### src/rtl/display_pkg.sv
// rtl/display_pkg.sv - shared constants, state type and glyph helper for the display controller
package display_pkg;

  localparam logic [5:0] BLANK     = 6'd0;
  localparam logic [5:0] CODE_HEX0 = 6'd1;

  localparam logic [1:0] ADDR_VALUE  = 2'd0;
  localparam logic [1:0] ADDR_CTRL   = 2'd1;
  localparam logic [1:0] ADDR_RAW_LO = 2'd2;
  localparam logic [1:0] ADDR_RAW_HI = 2'd3;

  localparam int CTRL_MASK_LSB   = 0;
  localparam int CTRL_MASK_MSB   = 7;
  localparam int CTRL_BLINK_BIT  = 8;
  localparam int CTRL_SCROLL_BIT = 9;

  typedef enum logic {
    S_CPU = 1'b0,
    S_SYS = 1'b1
  } state_t;

  function automatic logic [5:0] hex_glyph(input logic [3:0] nib);
    return CODE_HEX0 + {2'b00, nib};
  endfunction

endpackage

### src/rtl/display_ctrl_if.sv
// rtl/display_ctrl_if.sv - CPU/system request bus and rendered content of the display controller
interface display_ctrl_if;

  logic        cpu_valid;
  logic [1:0]  cpu_addr;
  logic [31:0] cpu_wdata;
  logic        cpu_ready;
  logic        sys_valid;
  logic [31:0] sys_data;
  logic        overlay;
  logic [47:0] content;

  modport master (
    output cpu_valid, cpu_addr, cpu_wdata, sys_valid, sys_data,
    input  cpu_ready, overlay, content
  );

  modport slave (
    input  cpu_valid, cpu_addr, cpu_wdata, sys_valid, sys_data,
    output cpu_ready, overlay, content
  );

endinterface

### src/rtl/display_tick_gen.sv
// rtl/display_tick_gen.sv - free-running effect tick divider with synchronous clear
module display_tick_gen #(
  parameter int TICK_DIV = 50_000_000
) (
  input  logic i_clk,
  input  logic i_rst,
  input  logic i_clr,
  output logic o_tick
);

  localparam int CW = $clog2(TICK_DIV);

  logic [CW-1:0] r_cnt;
  logic          w_wrap;

  assign w_wrap = (r_cnt == CW'(TICK_DIV - 1));

  // A clear on the wrap cycle swallows that tick so everything restarts in phase.
  assign o_tick = w_wrap & ~i_clr;

  always_ff @(posedge i_clk or negedge i_rst) begin
    if (!i_rst) begin
      r_cnt <= '0;
    end else if (i_clr || w_wrap) begin
      r_cnt <= '0;
    end else begin
      r_cnt <= r_cnt + 1'b1;
    end
  end

endmodule

### src/rtl/display_ctrl.sv
// rtl/display_ctrl.sv - owns the 8-digit content bus: register file, effects, system overlay
// i_rst is asynchronous and active-low.
module display_ctrl
  import display_pkg::*;
#(
  parameter int TICK_DIV   = 50_000_000,
  parameter int HOLD_TICKS = 6
) (
  input  logic         i_clk,
  input  logic         i_rst,
  display_ctrl_if.slave bus
);

  localparam int HW = $clog2(HOLD_TICKS + 1);

  logic        w_cpu_fire;
  logic        w_ctrl_wr;
  logic        w_tick;

  logic [31:0] r_value;
  logic [47:0] r_raw;
  logic        r_raw_mode;
  logic [7:0]  r_mask;
  logic        r_blink_en;
  logic        r_scroll_en;

  logic [2:0]  r_scroll_off;
  logic        r_blink_ph;

  state_t      r_state;
  logic [HW-1:0] r_hold;
  logic [31:0] r_msg;
  logic        r_overlay;

  logic [7:0][5:0] w_gated;
  logic [47:0] w_next;
  logic [47:0] r_content;

  assign w_cpu_fire    = bus.cpu_valid & ~bus.sys_valid;
  assign w_ctrl_wr     = w_cpu_fire && (bus.cpu_addr == ADDR_CTRL);
  assign bus.cpu_ready = w_cpu_fire;
  assign bus.overlay   = r_overlay;
  assign bus.content   = r_content;

  display_tick_gen #(
    .TICK_DIV(TICK_DIV)
  ) u_tick (
    .i_clk (i_clk),
    .i_rst (i_rst),
    .i_clr (w_ctrl_wr),
    .o_tick(w_tick)
  );

  always_ff @(posedge i_clk or negedge i_rst) begin
    if (!i_rst) begin
      r_value     <= '0;
      r_raw       <= '0;
      r_raw_mode  <= 1'b0;
      r_mask      <= '0;
      r_blink_en  <= 1'b0;
      r_scroll_en <= 1'b0;
    end else if (w_cpu_fire) begin
      case (bus.cpu_addr)
        ADDR_VALUE: begin
          r_value    <= bus.cpu_wdata;
          r_raw_mode <= 1'b0;
        end
        ADDR_CTRL: begin
          r_mask      <= bus.cpu_wdata[CTRL_MASK_MSB:CTRL_MASK_LSB];
          r_blink_en  <= bus.cpu_wdata[CTRL_BLINK_BIT];
          r_scroll_en <= bus.cpu_wdata[CTRL_SCROLL_BIT];
        end
        ADDR_RAW_LO: begin
          r_raw[31:0] <= bus.cpu_wdata;
          r_raw_mode  <= 1'b1;
        end
        ADDR_RAW_HI: begin
          r_raw[47:32] <= bus.cpu_wdata[15:0];
          r_raw_mode   <= 1'b1;
        end
      endcase
    end
  end

  // Effects keep running during an overlay so the CPU view resumes in step.
  always_ff @(posedge i_clk or negedge i_rst) begin
    if (!i_rst) begin
      r_scroll_off <= '0;
      r_blink_ph   <= 1'b0;
    end else if (w_ctrl_wr) begin
      r_scroll_off <= '0;
      r_blink_ph   <= 1'b0;
    end else if (w_tick) begin
      r_blink_ph <= ~r_blink_ph;
      if (r_scroll_en) begin
        r_scroll_off <= r_scroll_off + 3'd1;
      end
    end
  end

  always_ff @(posedge i_clk or negedge i_rst) begin
    if (!i_rst) begin
      r_state   <= S_CPU;
      r_hold    <= '0;
      r_msg     <= '0;
      r_overlay <= 1'b0;
    end else begin
      case (r_state)
        S_CPU: begin
          if (bus.sys_valid) begin
            r_state   <= S_SYS;
            r_msg     <= bus.sys_data;
            r_hold    <= HW'(HOLD_TICKS);
            r_overlay <= 1'b1;
          end
        end
        S_SYS: begin
          if (bus.sys_valid) begin
            r_msg  <= bus.sys_data;
            r_hold <= HW'(HOLD_TICKS);
          end else if (w_tick) begin
            if (r_hold == HW'(1)) begin
              r_state   <= S_CPU;
              r_overlay <= 1'b0;
            end else begin
              r_hold <= r_hold - 1'b1;
            end
          end
        end
      endcase
    end
  end

  // Gate each source digit first, then rotate the gated digits by the scroll offset.
  always_comb begin
    w_gated = '0;
    w_next  = '0;
    for (int i = 0; i < 8; i++) begin
      if (!r_mask[i] || (r_blink_en && r_blink_ph)) begin
        w_gated[i] = BLANK;
      end else if (r_raw_mode) begin
        w_gated[i] = r_raw[6*i +: 6];
      end else begin
        w_gated[i] = hex_glyph(r_value[4*i +: 4]);
      end
    end
    for (int i = 0; i < 8; i++) begin
      if (r_state == S_SYS) begin
        w_next[6*i +: 6] = hex_glyph(r_msg[4*i +: 4]);
      end else begin
        w_next[6*i +: 6] = w_gated[3'(i) - r_scroll_off];
      end
    end
  end

  always_ff @(posedge i_clk or negedge i_rst) begin
    if (!i_rst) begin
      r_content <= '0;
    end else begin
      r_content <= w_next;
    end
  end

endmodule

### src/flat_wrapper.sv
// flat-port wrapper written by rule: the top's interface ports become plain ports
module display_ctrl_flat import display_pkg::*;
#(
  parameter int TICK_DIV   = 50_000_000,
  parameter int HOLD_TICKS = 6
)
  (i_clk, i_rst, bus_cpu_valid, bus_cpu_addr, bus_cpu_wdata, bus_sys_valid, bus_sys_data, bus_cpu_ready, bus_overlay, bus_content);
  display_ctrl_if bus_i ();
  input  logic i_clk;
  input  logic i_rst;
  input wire logic [$bits(bus_i.cpu_valid)-1:0] bus_cpu_valid;
  input wire logic [$bits(bus_i.cpu_addr)-1:0] bus_cpu_addr;
  input wire logic [$bits(bus_i.cpu_wdata)-1:0] bus_cpu_wdata;
  input wire logic [$bits(bus_i.sys_valid)-1:0] bus_sys_valid;
  input wire logic [$bits(bus_i.sys_data)-1:0] bus_sys_data;
  output wire logic [$bits(bus_i.cpu_ready)-1:0] bus_cpu_ready;
  output wire logic [$bits(bus_i.overlay)-1:0] bus_overlay;
  output wire logic [$bits(bus_i.content)-1:0] bus_content;
  assign bus_i.cpu_valid = bus_cpu_valid;
  assign bus_i.cpu_addr = bus_cpu_addr;
  assign bus_i.cpu_wdata = bus_cpu_wdata;
  assign bus_i.sys_valid = bus_sys_valid;
  assign bus_i.sys_data = bus_sys_data;
  assign bus_cpu_ready = bus_i.cpu_ready;
  assign bus_overlay = bus_i.overlay;
  assign bus_content = bus_i.content;
  display_ctrl #(.TICK_DIV(TICK_DIV), .HOLD_TICKS(HOLD_TICKS)) u_core (.i_clk(i_clk), .i_rst(i_rst), .bus(bus_i));
endmodule
### config.mk
export PLATFORM = sky130hd
export DESIGN_NAME = display_ctrl_flat
export DESIGN_NICKNAME = d
export VERILOG_FILES = /design/src/rtl/display_pkg.sv /design/src/rtl/display_ctrl_if.sv /design/src/rtl/display_tick_gen.sv /design/src/rtl/display_ctrl.sv /design/src/flat_wrapper.sv
export SDC_FILE = /design/constraint.sdc
export NUM_CORES = 1
export LEC_CHECK = 0
export CELL_PAD_IN_SITES_DETAIL_PLACEMENT = 0
export CELL_PAD_IN_SITES_GLOBAL_PLACEMENT = 1
export CORE_ASPECT_RATIO = 0.5
export CORE_MARGIN = 3
export CORE_UTILIZATION = 42
export DETAILED_ROUTE_END_ITERATION = 8
export GPL_ROUTABILITY_DRIVEN = 0
export PLACE_DENSITY_LB_ADDON = 0.05
export SYNTH_ARGS = -nofsm -noshare
export SYNTH_HDL_FRONTEND = slang
export SYNTH_SLANG_ARGS = --single-unit
### constraint.sdc
create_clock -name i_clk -period 2.5 [get_ports i_clk]
set_input_delay 0.25 -clock i_clk [delete_from_list [all_inputs] [get_ports i_clk]]
set_output_delay 0.25 -clock i_clk [all_outputs]
set_load 0.02 [all_outputs]
==> run_results.csv <==
group,metric,value,unit
logic_synthesis,yosysUniqueCellTypes,70,
detailed_routing,drc,0,
logic_synthesis,synth_warnings,0,
floorplanning,fp.dieArea,28960,sq um
clock_network,clockBufferDepth,3,
logic_synthesis,synth_top_area_cell,"dfrtp_1",
global_routing,grt_pass1_wl,50460,um
global_routing,grt_use_total,0.2291,
detailed_routing,drt_iter0_markers,885,
global_routing,grt_antenna_before_repair,0,
clock_network,clkLatencyLatePin,520,ps
clock_network,cts_tree,"yes",
finish,multiInputGateArea,5791,sq um
sta,layout_setup_ws,46.90,ps
clock_network,cts_root_buf,"clkbuf_16",
sta,rsz0062_at_grt,"true",
floorplanning,io_pins,120,
sta,setup_tns,0,ps
worst_hold_path,hp-class,"input pin to async pin",
detailed_routing,vias_per_cell,5.755,
sta,fin_crit_sh,0.9812,
worst_setup_path,critical_path_required,2900,ps
clock_network,clk_pin_slew,60,ps
clock_network,htreeDepth,1,
logic_synthesis,synth_top_area_frac,0.4574,
worst_setup_path,cp_top_family,"multiplexers",
worst_setup_path,start_kind,"register",
sta,hold_violations,0,
finish,drive_above_1_share,0.2419,
run_status,outcome,"complete, no violations",
power,p_leak,5.756,nW
power,p_per_area,763.2,nW/um^2
logic_synthesis,synth_area_leaders,"dfrtp_1 46%, mux2_2 12%, mux4_2 5.6%, mux2i_1 5.4%, nand2_1 2.5%",
worst_setup_path,crit_arrival,2850,ps
sta,max_freq,0.4076,GHz
logic_synthesis,syn-instance-count,954,
worst_setup_path,cp-end-kind,"register",
logic_synthesis,async_flop_share,1.000,
floorplanning,die_x,237.7,um
placement,hpwl,24470,um
sta,worst_pin_slew,941.4,ps
finish,fillerInstances,2244,
detailed_routing,postRouteAntennaNets,0,
clock_network,cts_buffers,21,
clock_network,cts_sinks,206,
logic_synthesis,yosysSeqAreaShare,0.4574,
logic_synthesis,synth.avg_cell_area,11.81,sq um
worst_setup_path,worstSetupPathType,"register to register",
detailed_routing,vias,8380,
global_routing,grt_max_degree,69,
worst_setup_path,max_stage_delay,580,ps
finish,nNetsFinal,1190,
sta,max_slew_margin,0.3686,
detailed_routing,wl,32830,um
global_routing,overflow,0,
detailed_routing,wl_per_cell,22.55,um
placement,pre_cts_slack,-113.6,ps
worst_setup_path,path_max_fanout,5,
floorplanning,rows,41,
floorplanning,start_util,0.4368,
power,peakVddDrop,0.4023,mV
logic_synthesis,syn-cell-area,11270,sq um
worst_setup_path,worst-path-buf-inv,0,
floorplanning,core-area,25800,sq um
sta,period_minus_slack,2453,ps
sta,finalClockSkew,18.46,ps
finish,regArea,5159,sq um
finish,syn_to_final_growth,22.86,%
sta,drv_slew,0,
logic_synthesis,ys_seq_elements,206,
detailed_routing,firstDrtPassIters,6,
sta,setup_violations,0,
logic_synthesis,syn-num-nets,1046,
logic_synthesis,synth_edf_count,0,
logic_synthesis,ys.flop_type,"dfrtp_1",
placement,portBuffers,119,
global_routing,grt_pass1_vias,8361,
run,maxCapViolCount,0,
worst_setup_path,crit_chain,"ha_1 > xor2_1 > o211ai_1 > mux2i_1 > mux4_1 > mux2_2",
finish,diodes,0,
worst_setup_path,worst_path_max_delay_cell,"mux4_1",
floorplanning,dieHeight,121.8,um
## worst paths after layout
| path | start | end | slack (ps) | cells past startpoint |
|---|---|---|---|---|
| setup / recovery | u_core.r_value[16] | u_core.bus.content[2] | 50 | 6 |
| hold / removal | i_rst | u_core.r_msg[28] | 320 | 2 |
| hold reg to reg | u_core.r_mask[0] | u_core.r_mask[0] | 500 | 2 |
| max in group asynchronous | i_rst | u_core.r_msg[12] | 1380 | 3 |
| setup reg to reg | u_core.r_value[16] | u_core.bus.content[2] | 50 | 6 |
| min in group i_clk | bus_sys_data[11] | u_core.r_msg[11] | 340 | 2 |
## what timing repair did
item,in CTS,in global routing
pin swaps,1,3
endpoints found under the setup margin,16,17
hold buffers,1,0
endpoints found under the hold margin,63,0
resized for setup,2,5
setup buffers,1,2
## cells in the mapped netlist (all sizes together), types with 3 or more instances
master,number
xnor2,28
and3,5
nor3,10
mux2i,61
nor2b,12
o22ai,12
o221ai,8
mux4,32
o211ai,10
xor2,26
o31ai,4
nand3,47
o32ai,4
a21oi,27
ha,22
clkbuf,16
o21ai,17
nor4,9
dfrtp,206
a21bo,8
a31o,7
a22oi,4
nand2b,14
inv,11
nor2,47
a31oi,4
a211oi,16
nand4b,6
buf,34
and2,6
nand4,19
mux2,118
or2,3
a21boi,8
nand2,74
## metal layers
layer,track usage,part of all wire,vias to the layer above
met5,0,0,-
met4,0.03566,0.014,0
met3,0.04298,0.068,31
met2,0.3418,0.43,235
met1,0.3531,0.49,4301
li1,-,-,3813
## worst reg2reg max path, stage by stage, from the launching register on
cell and delay (ps):
dfrtp_1 460, ha_1 260, xor2_1 160, o211ai_1 410
mux2i_1 170, mux4_1 580, mux2_2 300
## layout by cell type, fill, tap and decap left out, types with 21 or more instances in the layout
cell / count
a21oi_1: 27
buf_4: 43
clkbuf_16: 21
clkdlybuf4s50_1: 118
dfrtp_1: 203
ha_1: 22
mux2_2: 118
mux2i_1: 61
mux4_2: 29
nand2_1: 74
nand3_1: 46
nor2_1: 46
xnor2_1: 27
xor2_1: 25
## logic make-up after synthesis
group,count (synthesis),share of synthesized area
flip-flops,206,0.4574
adder cells (fa/ha/maj),22,0.02442
buffers and inverters,63,0.02964
AND/OR/NAND/NOR,259,0.1208
multiplexers,211,0.2373
XOR/XNOR,54,0.04330
AO/OA/AOI/OAI,139,0.08715
## sequential cells by signal, summed over array words and instances (netlist names)
| name | count |
|---|---|
| u_core.r_mask | 8 |
| u_core.r_msg | 32 |
| u_core.bus.overlay | 1 |
| u_core.r_raw | 48 |
| u_core.r_scroll_off | 3 |
| u_core.r_scroll_en | 1 |
| u_core.r_value | 32 |
| u_core.r_blink_en | 1 |
| u_core.u_tick.r_cnt | 26 |
| u_core.r_state | 1 |
| u_core.r_blink_ph | 1 |
| u_core.r_raw_mode | 1 |
| u_core.bus.content | 48 |
| u_core.r_hold | 3 |
## power by group
part	switching [mW]	internal [mW]
Sequential	0.536	3.86
Combinational	1.40	1.36
Clock	1.36	2.05
Total	3.29	7.27
## area by class of cell
cell class              count  share of cell area
repair buffers            171              0.1219
clock buffers              28             0.04202
multi-input cells         685              0.4182
inverters                  13            0.003524
flip-flops and latches    206              0.3726
well taps                 344             0.03108
clock inverters             9             0.01075
## through the flow
step	util	cell area (sq um)	power (mW)	hold slack, ps	std cells
detailed placement	0.5069	13080	7.160	305.2	1415
global route	0.5366	13850	11.09	335.8	1456
finish	0.5366	13850	10.57	320.2	1456
global placement	0.5069	13080	7.097	300.3	1415
floorplan	-	11270	5.960	-45.59	954
CTS	0.5360	13830	10.62	324.8	1454
Note: power is estimated with default switching activity, not from simulation.
